$ cat config.mk
export PLATFORM = sky130hd
export DESIGN_NAME = timer_ntick
export DESIGN_NICKNAME = d
export VERILOG_FILES = /design/src/rtl/timer_pkg.sv /design/src/rtl/tick_prescaler.sv /design/src/rtl/timer_ntick.sv
export SDC_FILE = /design/constraint.sdc
export NUM_CORES = 1
export LEC_CHECK = 0
export BUFFER_PORTS_ARGS = -buffer_cell sky130_fd_sc_hd__buf_4
export CORE_MARGIN = 4
export CORE_UTILIZATION = 40
export CTS_CLUSTER_DIAMETER = 150
export DETAILED_ROUTE_END_ITERATION = 6
export GPL_TIMING_DRIVEN = 1
export PLACE_DENSITY_LB_ADDON = 0.12
export SLEW_MARGIN = 10
export SYNTH_ARGS = -nofsm -noshare
export SYNTH_HDL_FRONTEND = slang
export SYNTH_SLANG_ARGS = --single-unit
$ cat constraint.sdc
create_clock -name clk -period 3.5 [get_ports clk]
set_input_delay 0.875 -clock clk [delete_from_list [all_inputs] [get_ports clk]]
set_output_delay 0.875 -clock clk [all_outputs]
set_load 0.03 [all_outputs]
$ cat src/rtl/timer_pkg.sv
// Shared types for the tick timer: FSM state encoding.
package timer_pkg;

   typedef enum logic {
      S_IDLE    = 1'b0,
      S_RUNNING = 1'b1
   } timer_state_t;

endpackage

$ cat src/rtl/tick_prescaler.sv
// Programmable prescaler: counts period+1 enabled clocks between tick enables.
module tick_prescaler #(
   parameter int PRESCALE_W = 16
) (
   input  logic                  clk,
   input  logic                  rst,
   input  logic                  ena,
   input  logic                  load,
   input  logic [PRESCALE_W-1:0] period,
   output logic                  tick_en
);

   logic [PRESCALE_W-1:0] pre_cnt;

   assign tick_en = ena && (pre_cnt == '0);

   // Reload on restart or when a tick fires, so period is live-sampled each tick.
   always_ff @(posedge clk or posedge rst) begin
      if (rst) begin
         pre_cnt <= '0;
      end else if (load || tick_en) begin
         pre_cnt <= period;
      end else if (ena) begin
         pre_cnt <= pre_cnt - PRESCALE_W'(1);
      end
   end

endmodule

$ cat src/rtl/timer_ntick.sv
// Modulo-N_TICKS tick sequencer with prescaler, pause, restart and one-shot mode.
module timer_ntick
   import timer_pkg::*;
#(
   parameter int N_TICKS    = 8,
   parameter int PRESCALE_W = 16,
   parameter int AUTO_START = 1,
   localparam int TICK_W    = $clog2(N_TICKS)
) (
   input  logic                  clk,
   input  logic                  rst,
   input  logic                  ena,
   input  logic                  start,
   input  logic                  oneshot,
   input  logic [PRESCALE_W-1:0] period,
   output logic [TICK_W-1:0]     tick_out,
   output logic                  tick,
   output logic                  wrap,
   output logic                  busy
);

   localparam logic [TICK_W-1:0] LAST_TICK   = TICK_W'(N_TICKS - 1);
   localparam timer_state_t      RESET_STATE = (AUTO_START != 0) ? S_RUNNING : S_IDLE;

   timer_state_t state;
   logic         oneshot_q;
   logic         tick_en;

   tick_prescaler #(
      .PRESCALE_W(PRESCALE_W)
   ) u_prescaler (
      .clk    (clk),
      .rst    (rst),
      .ena    (ena && (state == S_RUNNING)),
      .load   (start),
      .period (period),
      .tick_en(tick_en)
   );

   assign busy = (state == S_RUNNING);

   // Wrap is an explicit compare so non-power-of-two N_TICKS works.
   always_ff @(posedge clk or posedge rst) begin
      if (rst) begin
         state     <= RESET_STATE;
         tick_out  <= '0;
         tick      <= 1'b0;
         wrap      <= 1'b0;
         oneshot_q <= 1'b0;
      end else begin
         tick <= 1'b0;
         wrap <= 1'b0;
         if (start) begin
            state     <= S_RUNNING;
            tick_out  <= '0;
            oneshot_q <= oneshot;
         end else if (tick_en) begin
            tick <= 1'b1;
            if (tick_out == LAST_TICK) begin
               tick_out <= '0;
               wrap     <= 1'b1;
               if (oneshot_q) begin
                  state <= S_IDLE;
               end
            end else begin
               tick_out <= tick_out + TICK_W'(1);
            end
         end
      end
   end

endmodule

# Word level (Yosys, flattened, before mapping)
# Cells that the tools add are included.
# op_classes
eq_ne,1
reduce_logical,9
mux,14
n_addsub,2
# op_table
operator,n
16-bit two-way mux,2
16-bit zero test,1
"16-bit by 1-bit subtractor with 16-bit output, second input constant",1
1-bit two-way mux,9
3-bit two-way mux,3
2-bit nonzero test,4
"3-bit by 1-bit adder with 3-bit output, second input constant",1
"3-bit equality test, second input constant",1
3-bit AND reduction,1
1-bit logical AND,2
1-bit logical OR,1
# totals
out_inout_bits,6
register_bits,23
input_bits,21
elab_cells,32

# Depth between registers and ports, before layout
# depth
word_depth,4
mapped_depth,7
depth_no_buf,7

# Modules after synthesis
# Synthesis repeated with hierarchy kept, for this count alone.
# unflattened
hier_cells,107
hier_area_um2,1318.8
# modules_own_cells
mod,seq_area_each_um2,instances,cells_each,area_per_inst_um2
tick_prescaler,400.4,1,84,1019.7
timer_ntick,176.4,1,23,299.0

# Least setup slack after synthesis
# No wires, ideal clock.
# synth_path
path_kind,input to register
from,in ena
to,reg u_prescaler.pre_cnt[1]
setup_ns,0.125
required_time_ns,3.375
path_buffers,1
setup_slack_ns,1.437
cell_stages,5
arrival_ns,1.938
cell_sequence,nand2_1 > nor3b_1 > a31oi_1 > buf_4 > mux2_4
# synth_between
elab_chain_cells,4
word_cells_on_any_way,5
classes_between,mux (1); reduce/logical (4)
# synth_lines
element,line_no,rtl
start: declaration,timer_ntick.sv:12,"input logic ena,"
1-bit logical AND (*),timer_ntick.sv:34,".ena (ena && (state == S_RUNNING)),"
1-bit logical AND,tick_prescaler.sv:15,assign tick_en = ena && (pre_cnt == '0);
1-bit logical OR,tick_prescaler.sv:21,end else if (load || tick_en) begin
16-bit two-way mux or 2-bit nonzero test (tied branches),n/a,
end signal: assignment,tick_prescaler.sv:22,pre_cnt <= period;
end signal: assignment,tick_prescaler.sv:24,pre_cnt <= pre_cnt - PRESCALE_W'(1);
end: declaration,tick_prescaler.sv:13,logic [PRESCALE_W-1:0] pre_cnt;
# Every way passes the cells marked *; elsewhere a longest branch is shown, timed or not.
# A chain may end at the register's enable or synchronous reset.

# Worst setup path in the final report
# layout_path
from,in ena
to,reg u_prescaler.pre_cnt[13]
# Same word-level chain as after synthesis.

==> run_results.csv <==
group,metric,value,unit
final_layout,area_delta_synth_final,19.8,%
drt,viasPerCell,5.09,
power_and_ir_drop,total_power,0.000513,W
sta,drv_slew,0,
floorplanning,rows,19,
sta,period_needed,2.22,ns
synth,synth_top_area_cell,"dfrtp_1",
global_routing,grt_pass1_wl,3950,um
sta,rsz0062_at_grt,"false",
run,cap_violations,0,
sta,fin_setup_tns,0,ns
status,outcome,"completed",
clocking,htree_levels,1,
placed_design,hpwl,1810,um
synth,synth.area.top_cells,"dfrtp_1, nor2_1, xor2_1, a21oi_1, ha_1",
clocking,ctsResizeCount,0,
power_and_ir_drop,power.leakage,0.643,nW
synth,synth_compound_area_share,9.16,%
setup_path,criticalPathCategory,"input pin to register",
final_layout,final_common_cell,"buf_4",
global_routing,grt_max_degree,24,
final_layout,diodes,0,
drt,drt-total-wl,2330,um
sta,finalClockSkew,0.0103,ns
floorplanning,initial_utilization,43.1,%
clocking,clock_latency,0.31,ns
setup_path,path_max_fanout,15,
clocking,cts_buffers,3,
floorplanning,core,2850,um^2
clocking,cts_sinks,23,
clocking,ctsHoldBuffers,0,
placed_design,numPortBuffers,26,
floorplanning,dieWidth,63.5,um
synth,synth.avg_cell_area,9.61,um^2
synth,synth.distinct_cells,33,
floorplanning,die-area,4030,um^2
clocking,post_cts_buffers,0,
sta,post-route-period-util,63.5,%
synth,netlist_area,1230,um^2
drt,drtIter0Drc,36,
final_layout,final_cell_mix,"buf_4, nor2_1, dfrtp_1",
setup_path,cp.required,3.69,ns
synth,synthMuxAreaShare,4.58,%
synth,yosysSeqAreaShare,46.9,%
final_layout,final_nets,180,
drt,vias,941,
global_routing,antenna_found_initial,0,
power_and_ir_drop,p_per_area,348,nW/um^2
sta,max_freq,0.450,GHz
setup_path,endpoint_kind,"register",
min_path,hold_path.class,"register to register",
synth,synth.yosys.warnings,0,
drt,ant_nets,0,
global_routing,grt_pass1_vias,885,
power_and_ir_drop,worst_ir_drop_vdd,0.000169,V
synth,ys_ff_latch,23,
synth,post-synth-top-area-fraction,44.8,%
synth,synth_top_family_by_area,"simple AND/OR/NAND/NOR gates",
setup_path,start_kind,"input pin",
setup_path,reg2reg_depth,6,
clocking,cts_tree,"yes",
placed_design,place.gp.congestion,0.731,
clocking,clk_pin_slew_worst_paths,0.12,ns
drt,drc_errors,0,
final_layout,layout-drive-gt1-share,24.7,%
synth,yosys.area_share.simple,22.3,%
synth,synth.net_count,153,
sta,slew_headroom,42.2,%
clocking,cts_buffer_depth,2,
synth,synth_xor_area_share,9.26,%
sta,final_hold_viol_count,0,
floorplanning,boundaryPins,27,
floorplanning,die_y,63.5,um
global_routing,gr-total-overflow,0,
sta,worst_pin_slew,0.866,ns
sta,finalSetupViolations,0,
clocking,cts_root_buffer,"clkbuf_4",
setup_path,arrival,2.41,ns
min_path,whs_path_depth,1,
global_routing,grt_usage,12.3,%
drt,drt-pass1-iter-count,4,
drt,wire_per_inst,12.6,um
synth,synthAdderAreaFrac,4.07,%
synth,netlist_instances,128,
[worst paths after layout]
check	slack, ns	to	startpoint
setup / recovery	1.28	u_prescaler.pre_cnt[13]$_DFFE_PP0P_	ena
hold / removal	0.53	oneshot_q$_DFFE_PP0P_	oneshot_q$_DFFE_PP0P_
setup reg to reg	1.36	u_prescaler.pre_cnt[13]$_DFFE_PP0P_	busy$_DFFE_PP1P_
hold reg to reg	0.53	oneshot_q$_DFFE_PP0P_	oneshot_q$_DFFE_PP0P_
max in group asynchronous	2.23	wrap$_DFF_PP0_	rst
min in group asynchronous	0.73	u_prescaler.pre_cnt[7]$_DFFE_PP0P_	rst
[report_power, final]
group          switching [W]  internal (W)
Clock              0.0000782     0.0000426
Sequential         0.0000202      0.000286
Combinational      0.0000409     0.0000444
Total               0.000139      0.000373
[stage by stage]
step	worst slack [ns]	hold slack [ns]	instances	cell area, um^2	utilization, %
floorplan	1.44	0.480	128	1230	-
global placement	1.05	0.498	181	1450	50.7
detailed placement	0.950	0.516	181	1450	50.7
CTS	1.29	0.542	185	1470	51.7
global route	1.10	0.556	185	1470	51.7
finish	1.28	0.533	185	1470	51.7
[worst max-delay path, cell delays in order]
cell,delay (ns)
buf_4,0.08
nand2_1,0.13
nor3b_1,0.47
a31oi_2,0.40
buf_4,0.31
nor2_1,0.10
a21oi_1,0.05
[synth_stat cells]
library cell / count
nand2_1: 7
a21o_1: 1
mux2_2: 1
a21oi_1: 15
buf_2: 1
mux2i_1: 3
nand4b_1: 2
nand4_1: 1
mux2_4: 1
buf_6: 1
and3_1: 1
nor3b_1: 2
nor3_2: 2
or3_1: 1
nor3_1: 5
dfstp_2: 1
o21a_1: 1
o2111a_1: 1
ha_1: 4
nor4_1: 3
clkbuf_1: 2
and3b_1: 1
a31oi_1: 1
inv_1: 4
dfrtp_1: 22
o21ai_0: 1
and2_1: 1
xor2_1: 9
nand3_1: 4
nor2_1: 23
xnor2_1: 4
or4_4: 1
buf_4: 1
[sequential cells by signal (all words and copies together) (netlist names)]
| name | flops |
|---|---|
| tick | 1 |
| tick_out | 3 |
| oneshot_q | 1 |
| wrap | 1 |
| busy | 1 |
| u_prescaler.pre_cnt | 16 |
[logic make-up (layout without fill, tap and decap cells)]
group / after synthesis / in the layout
DFF: 23 / 23
xor gates and xnor gates: 13 / 13
AOI/OAI and AO/OA: 20 / 20
and+or+nand+nor: 54 / 54
muxes: 5 / 5
adders and majority gates: 4 / 4
buffers and inverters: 9 / 35
[routing by layer]
layer	global-route usage (%)	routed length, um	up-vias
li1	-	-	492
met1	15.9	1110	432
met2	20.1	1090	15
met3	3.20	100	2
met4	4.04	17	0
met5	0	0	-
[final cells by class]
type | instances | area [um^2]
Clock inverter | 1 | 5.00
Tap cell | 31 | 38.8
Inverter | 4 | 15.0
Fill cell | 265 | 1380
Clock buffer | 3 | 22.5
Timing Repair Buffer | 27 | 203
Multi-Input combinational cell | 96 | 613
Sequential cell | 23 | 577
No activity file was read; power rests on OpenSTA's default activity.
